**config.mk**
```make
export PLATFORM = sky130hd
export DESIGN_NAME = sar_adc_ctrl
export DESIGN_NICKNAME = d
export VERILOG_FILES = /design/src/rtl/sar_pkg.sv /design/src/rtl/sar_ser_tx.sv /design/src/rtl/sar_adc_ctrl.sv
export SDC_FILE = /design/constraint.sdc
export NUM_CORES = 1
export LEC_CHECK = 0
export ABC_AREA = 1
export CORE_MARGIN = 5
export CORE_UTILIZATION = 35
export DETAILED_ROUTE_END_ITERATION = 10
export PLACE_DENSITY = 0.52
export SYNTH_ARGS = -nofsm -noshare
export SYNTH_HDL_FRONTEND = slang
export SYNTH_SLANG_ARGS = --single-unit
```
**constraint.sdc**
```tcl
create_clock -name clk -period 1.9 [get_ports clk]
set_input_delay 0.57 -clock clk [delete_from_list [all_inputs] [get_ports clk]]
set_output_delay 0.57 -clock clk [all_outputs]
set_load 0.02 [all_outputs]
```
**src/rtl/sar_pkg.sv**
```systemverilog
// rtl/sar_pkg.sv - shared types, defaults and helpers for the SAR ADC controller
// Contents:
//   SAR_*_DEF       default parameter values for sar_adc_ctrl
//   sar_state_e     controller state encoding
//   sar_cnt_width() width of a down-counter that holds 0..max_val-1
package sar_pkg;

    localparam int SAR_NBITS_DEF         = 8;
    localparam int SAR_SAMPLE_CYCLES_DEF = 4;
    localparam int SAR_SETTLE_CYCLES_DEF = 2;

    typedef enum logic [2:0] {
        ST_IDLE   = 3'd0,
        ST_SAMPLE = 3'd1,
        ST_TRIAL  = 3'd2,
        ST_DONE   = 3'd3,
        ST_SHIFT  = 3'd4
    } sar_state_e;

    // Never narrower than one bit, even when the counter only ever holds 0.
    function automatic int sar_cnt_width(input int max_val);
        return (max_val < 2) ? 1 : $clog2(max_val);
    endfunction

endpackage

```
**src/rtl/sar_ser_tx.sv**
```systemverilog
// rtl/sar_ser_tx.sv - MSB-first serialiser for a completed conversion result
// Ports:
//   clk, rst    clock, asynchronous active-high reset
//   load        one-cycle strobe; captures load_data and starts shifting next cycle
//   load_data   NBITS word to transmit
//   ser_data    current serial bit (0 when not valid)
//   ser_valid   ser_data qualifier, high for NBITS cycles after load
//   tx_busy     a word is being shifted out
module sar_ser_tx
    import sar_pkg::*;
#(
    parameter int NBITS = SAR_NBITS_DEF
) (
    input  logic             clk,
    input  logic             rst,
    input  logic             load,
    input  logic [NBITS-1:0] load_data,
    output logic             ser_data,
    output logic             ser_valid,
    output logic             tx_busy
);

    localparam int CW = sar_cnt_width(NBITS + 1);

    logic [NBITS-1:0] shreg_q, shreg_d;
    logic [CW-1:0]    left_q,  left_d;
    logic             valid_q, valid_d;

    always_comb begin
        shreg_d = shreg_q;
        left_d  = left_q;
        valid_d = 1'b0;
        if (load) begin
            shreg_d = load_data;
            left_d  = CW'(NBITS);
            valid_d = 1'b1;
        end else if (left_q != '0) begin
            shreg_d = shreg_q << 1;
            left_d  = left_q - CW'(1);
            // Valid stays up while at least one more bit follows the current one.
            valid_d = (left_q > CW'(1));
        end
    end

    always_ff @(posedge clk or posedge rst) begin
        if (rst) begin
            shreg_q <= '0;
            left_q  <= '0;
            valid_q <= 1'b0;
        end else begin
            shreg_q <= shreg_d;
            left_q  <= left_d;
            valid_q <= valid_d;
        end
    end

    assign ser_data  = shreg_q[NBITS-1] & valid_q;
    assign ser_valid = valid_q;
    assign tx_busy   = valid_q;

endmodule

```
**src/rtl/sar_adc_ctrl.sv**
```systemverilog
// rtl/sar_adc_ctrl.sv - successive-approximation controller for the LPCAS analog macro
// Optional feature macro: SAR_SERIAL_OUT_EN (adds the SHIFT state and serial output).
// Ports:
//   clk, rst      clock, asynchronous active-high reset
//   start         single-cycle conversion request (ignored while busy or in DONE)
//   cmp_in        comparator decision, 1 = Vin >= Vdac, already synchronised
//   sample_en     track/hold switch enable
//   dac_code      trial code to the capacitive DAC
//   busy          conversion or serial shift in progress
//   result        last completed conversion
//   result_valid  one-cycle pulse when result updates
//   ser_data      serial result bit, MSB first (0 without SAR_SERIAL_OUT_EN)
//   ser_valid     ser_data qualifier (0 without SAR_SERIAL_OUT_EN)
module sar_adc_ctrl
    import sar_pkg::*;
#(
    parameter int NBITS         = SAR_NBITS_DEF,
    parameter int SAMPLE_CYCLES = SAR_SAMPLE_CYCLES_DEF,
    parameter int SETTLE_CYCLES = SAR_SETTLE_CYCLES_DEF
) (
    input  logic             clk,
    input  logic             rst,
    input  logic             start,
    input  logic             cmp_in,
    output logic             sample_en,
    output logic [NBITS-1:0] dac_code,
    output logic             busy,
    output logic [NBITS-1:0] result,
    output logic             result_valid,
    output logic             ser_data,
    output logic             ser_valid
);

    // One shared down-counter covers sampling, settling and the serial shift.
    localparam int MAX_SS  = (SAMPLE_CYCLES > SETTLE_CYCLES) ? SAMPLE_CYCLES : SETTLE_CYCLES;
    localparam int CNT_MAX = (MAX_SS > NBITS) ? MAX_SS : NBITS;
    localparam int CW      = sar_cnt_width(CNT_MAX);
    localparam int KW      = sar_cnt_width(NBITS);

    localparam logic [CW-1:0]    SAMPLE_LOAD = CW'(SAMPLE_CYCLES - 1);
    localparam logic [CW-1:0]    SETTLE_LOAD = CW'(SETTLE_CYCLES - 1);
    localparam logic [KW-1:0]    MSB_IDX     = KW'(NBITS - 1);
    localparam logic [NBITS-1:0] MSB_CODE    = {1'b1, {(NBITS-1){1'b0}}};

    sar_state_e       state_q,        state_d;
    logic [CW-1:0]    cnt_q,          cnt_d;
    logic [KW-1:0]    bit_q,          bit_d;
    logic [NBITS-1:0] code_q,         code_d;
    logic             sample_en_q,    sample_en_d;
    logic             busy_q,         busy_d;
    logic [NBITS-1:0] result_q,       result_d;
    logic             result_valid_q, result_valid_d;

    logic [NBITS-1:0] bit_mask;
    logic [NBITS-1:0] kept_code;

`ifdef SAR_SERIAL_OUT_EN
    logic tx_busy;
`endif

    // Decision for the bit under trial: keep it when Vin >= Vdac, otherwise clear it.
    assign bit_mask  = NBITS'(1) << bit_q;
    assign kept_code = cmp_in ? code_q : (code_q & ~bit_mask);

    always_comb begin
        state_d        = state_q;
        cnt_d          = cnt_q;
        bit_d          = bit_q;
        code_d         = code_q;
        sample_en_d    = sample_en_q;
        busy_d         = busy_q;
        result_d       = result_q;
        result_valid_d = 1'b0;

        case (state_q)
            ST_IDLE: begin
                if (start) begin
                    state_d     = ST_SAMPLE;
                    cnt_d       = SAMPLE_LOAD;
                    sample_en_d = 1'b1;
                    busy_d      = 1'b1;
                end
            end

            ST_SAMPLE: begin
                if (cnt_q == '0) begin
                    state_d     = ST_TRIAL;
                    cnt_d       = SETTLE_LOAD;
                    bit_d       = MSB_IDX;
                    code_d      = MSB_CODE;
                    sample_en_d = 1'b0;
                end else begin
                    cnt_d = cnt_q - CW'(1);
                end
            end

            ST_TRIAL: begin
                // cmp_in only matters on the final settle cycle of each bit.
                if (cnt_q == '0) begin
                    if (bit_q == '0) begin
                        state_d        = ST_DONE;
                        result_d       = kept_code;
                        result_valid_d = 1'b1;
                        code_d         = '0;
                    end else begin
                        code_d = kept_code | (bit_mask >> 1);
                        bit_d  = bit_q - KW'(1);
                        cnt_d  = SETTLE_LOAD;
                    end
                end else begin
                    cnt_d = cnt_q - CW'(1);
                end
            end

            ST_DONE: begin
`ifdef SAR_SERIAL_OUT_EN
                state_d = ST_SHIFT;
                cnt_d   = CW'(NBITS - 1);
`else
                state_d = ST_IDLE;
                busy_d  = 1'b0;
`endif
            end

`ifdef SAR_SERIAL_OUT_EN
            ST_SHIFT: begin
                if (cnt_q == '0 || !tx_busy) begin
                    state_d = ST_IDLE;
                    busy_d  = 1'b0;
                end else begin
                    cnt_d = cnt_q - CW'(1);
                end
            end
`endif

            default: begin
                state_d     = ST_IDLE;
                busy_d      = 1'b0;
                sample_en_d = 1'b0;
                code_d      = '0;
            end
        endcase
    end

    always_ff @(posedge clk or posedge rst) begin
        if (rst) begin
            state_q        <= ST_IDLE;
            cnt_q          <= '0;
            bit_q          <= '0;
            code_q         <= '0;
            sample_en_q    <= 1'b0;
            busy_q         <= 1'b0;
            result_q       <= '0;
            result_valid_q <= 1'b0;
        end else begin
            state_q        <= state_d;
            cnt_q          <= cnt_d;
            bit_q          <= bit_d;
            code_q         <= code_d;
            sample_en_q    <= sample_en_d;
            busy_q         <= busy_d;
            result_q       <= result_d;
            result_valid_q <= result_valid_d;
        end
    end

    assign sample_en    = sample_en_q;
    assign dac_code     = code_q;
    assign busy         = busy_q;
    assign result       = result_q;
    assign result_valid = result_valid_q;

`ifdef SAR_SERIAL_OUT_EN
    // The serialiser loads during DONE so its first bit lines up with the cycle after result_valid.
    sar_ser_tx #(
        .NBITS (NBITS)
    ) u_ser_tx (
        .clk       (clk),
        .rst       (rst),
        .load      (state_q == ST_DONE),
        .load_data (result_q),
        .ser_data  (ser_data),
        .ser_valid (ser_valid),
        .tx_busy   (tx_busy)
    );
`else
    assign ser_data  = 1'b0;
    assign ser_valid = 1'b0;
`endif

endmodule

```
==> results by group <==
Floorplanning
  • FP Rows: 24
  • Height of the die: roughly 76 um
  • Die width: between 70 and 80 um
  • Full die area: about 0.0057 mm^2
  • Ports: 25
  • Initial Utilization: 35.5%
  • Core area: 0.00426 mm^2

Logic synthesis
  • Leading area contributor after synthesis: dfrtp_1
  • Ys flop type: dfrtp_1
  • Seq/Total Area, Yosys: 44.6%
  • Area of the mapped netlist: roughly 0.0015 mm^2
  • Post-synthesis register bit count: 27
  • Most frequent cell after synthesis: nand2_1
  • Warning count from the yosys run: 0
  • Synth cell types: 25
  • FFs w/ async S/R, synth: between 90% and 100%
  • Main area contributors after synthesis: dfrtp_1 (45%), nand2_1 (16%), ha_1 (7.4%)
  • Syn Inst Count: 181
  • Mapped Avg Cell Area: approximately 8.4 um^2
  • Synth top area share: between 40% and 50%
  • Post-synth EDFFs: 0
  • Synth cell count leaders: nand2_1 (63), dfrtp_1 (27), inv_1 (18)

Placed design
  • Worst slack, placed: 0.102 ns
  • IO buf count: 22
  • DP HPWL: between 2000 and 2500 um
  • Dpl cell area: approximately 0.0018 mm^2
  • Final GP Congestion: ~0.70

Routing
  • Post-DRT Antenna Nets: 0
  • DR vias: around 1200
  • Average routed wire per standard cell: 11.8 um
  • Remaining DRCs: 0
  • DR vias/cell: 4.57
  • Initial DRC Count: 25
  • WL final: between 3000 and 4000 um
  • TritonRoute pass-1 iters: 4

Critical path
  • Startpoint Class: flop
  • Crit path DAT: 1.28 ns
  • Top delay family on crit path: buffers and inverters
  • Crit path cell chain: clkdlybuf4s50_1
  • Kind of end point of the critical path: primary output
  • Crit-path max FO: 3
  • Slowest cell on the critical path: clkdlybuf4s50_1
  • CP bufs+invs: 1
  • CP max stage delay: 0.62 ns
  • Crit path kind: reg -> out
  • Critical Path RT: 1.33 ns

CTS
  • Root buffer cell: clkbuf_8
  • # hold bufs at CTS: 0
  • Clock slew at reported path FFs: about 0.090 ns
  • H-tree depth: 1
  • Clock buffer depth: 2
  • CTS tree: yes
  • Clock latency on the worst-skew pair: 0.28 ns
  • Num Clock Sinks: 27
  • CTS buffer count: 3

Global route
  • Vias in the first global route: approximately 1100
  • Largest net degree at the start of global routing: 28
  • Total track usage: about 12%
  • Global route overflow: 0
  • Initial antenna violation count: 0
  • First-pass GRT wire length: roughly 5300 um

Timing
  • RSZ-0062 raised after global routing: no
  • Fin. Hold Viols: 0
  • Worst setup margin: about 0.046 ns
  • TNS Setup: 0 ns
  • Worst Skew: just over 0.01 ns
  • Setup-failing EPs final: 0
  • Final Max Slew Viols: 0
  • Fmax achieved: between 500 and 600 MHz
  • Crit share post-route: 97.6%
  • Min Tclk post-route: 1.85 ns

Power and ir drop
  • Peak supply drop: 0.000667 V
  • Leak: ~0.001 uW
  • Power Density: about 1500 mW/mm^2

Cells and area
  • NumNets Final: 218
  • P&R area growth vs syn: 21.0%
  • Final instance area: between 0.0015 and 0.002 mm^2
  • Antenna diode count: 0
  • Layout fillers: around 430
  • Share of layout cells above drive strength 1: between 10% and 20%

Job
  • Max cap viols: 0

Run status
  • Outcome: completed

Min path
  • Class of the worst hold path: reg -> reg
==> logic make-up (layout without fill, tap and decap cells) <==
family          after synthesis  count (layout)  share of synthesized area (%)
flops                        27              27                           44.6
buf+inv                      25              47                           7.60
xor+xnor                      1               1                          0.578
other cells                   1               2                          0.247
simple gates                 93              93                           28.4
fa+ha+maj                     9               9                           7.43
compound gates               25              25                           11.1
==> final timing paths <==
path	start	endpoint	cells past startpoint	slack [ns]
max in group asynchronous	rst	result[5]	3	0.98
worst max-delay path	dac_code[7]	dac_code[7]	1	0.05
worst min-delay path	result[2]	result[2]	2	0.49
min in group asynchronous	rst	result_valid	3	0.65
worst min register to register	result[2]	result[2]	2	0.49
worst max register to register	bit_q[0]	result[4]	8	0.22
==> cells in the final DEF, fill, tap and decap left out, types with 3 or more instances in the layout <==
master / instances
dfrtp_1: 27
inv_1: 18
clkbuf_8: 3
dlymetal6s2s_1: 5
clkdlybuf4s50_1: 17
o21ai_2: 9
o21ai_1: 3
o21ai_0: 5
a21oi_1: 4
nand2_1: 63
a21boi_0: 3
nor2_1: 4
ha_1: 9
nand3_1: 15
==> repair_timing <==
action / in CTS / in global routing
setup endpoints to repair: 0 / 5
gates resized for setup: 0 / 5
setup buffers: 0 / 0
==> metal layers <==
layer  global-route usage, %  share of wire, %
met5                       0                 0
met4                    4.47               1.4
met3                    1.58               3.9
met2                    19.4                47
met1                    16.3                47
==> per-stage QoR <==
step | utilization, % | total power (uW) | std cells | hold slack [ns]
2_1_floorplan | - | 2080 | 182 | 0.464
3_3_place_gp | 41.6 | 2490 | 252 | 0.467
3_5_place_dp | 41.6 | 2520 | 252 | 0.469
4_1_cts | 42.7 | 2860 | 256 | 0.493
5_1_grt | 43.0 | 3100 | 256 | 0.512
6_report | 43.0 | 2800 | 256 | 0.487
==> flip-flops by register name (all words and copies together), names as in the netlist <==
signal,count
dac_code,8
sample_en,1
result,8
cnt_q,3
result_valid,1
busy,1
bit_q,3
state_q,2
==> layout make-up <==
class	instances	area, um^2	share of cell area (%)
multi-input cells	130	728	39.7
flip-flops and latches	27	676	36.9
clock buffers	4	45.0	2.46
repair buffers	24	248	13.5
well taps	52	65.1	3.55
inverters	19	71.3	3.89
==> power by group <==
part	switching (uW)	leakage (uW)	total, uW	internal (uW)
Sequential	169	0.000316	923	754
Clock	177	0.0000228	327	150
Combinational	960	0.000644	1550	593
==> worst reg2reg max path: stages (launching register included) <==
cell     delay, ns
dfrtp_1       0.41
inv_1         0.14
ha_1          0.22
inv_1         0.07
nor2_1        0.11
nand4_1       0.20
buf_4         0.28
nand2_1       0.10
o21ai_2       0.05
Note: power is estimated with default switching activity, not from simulation.
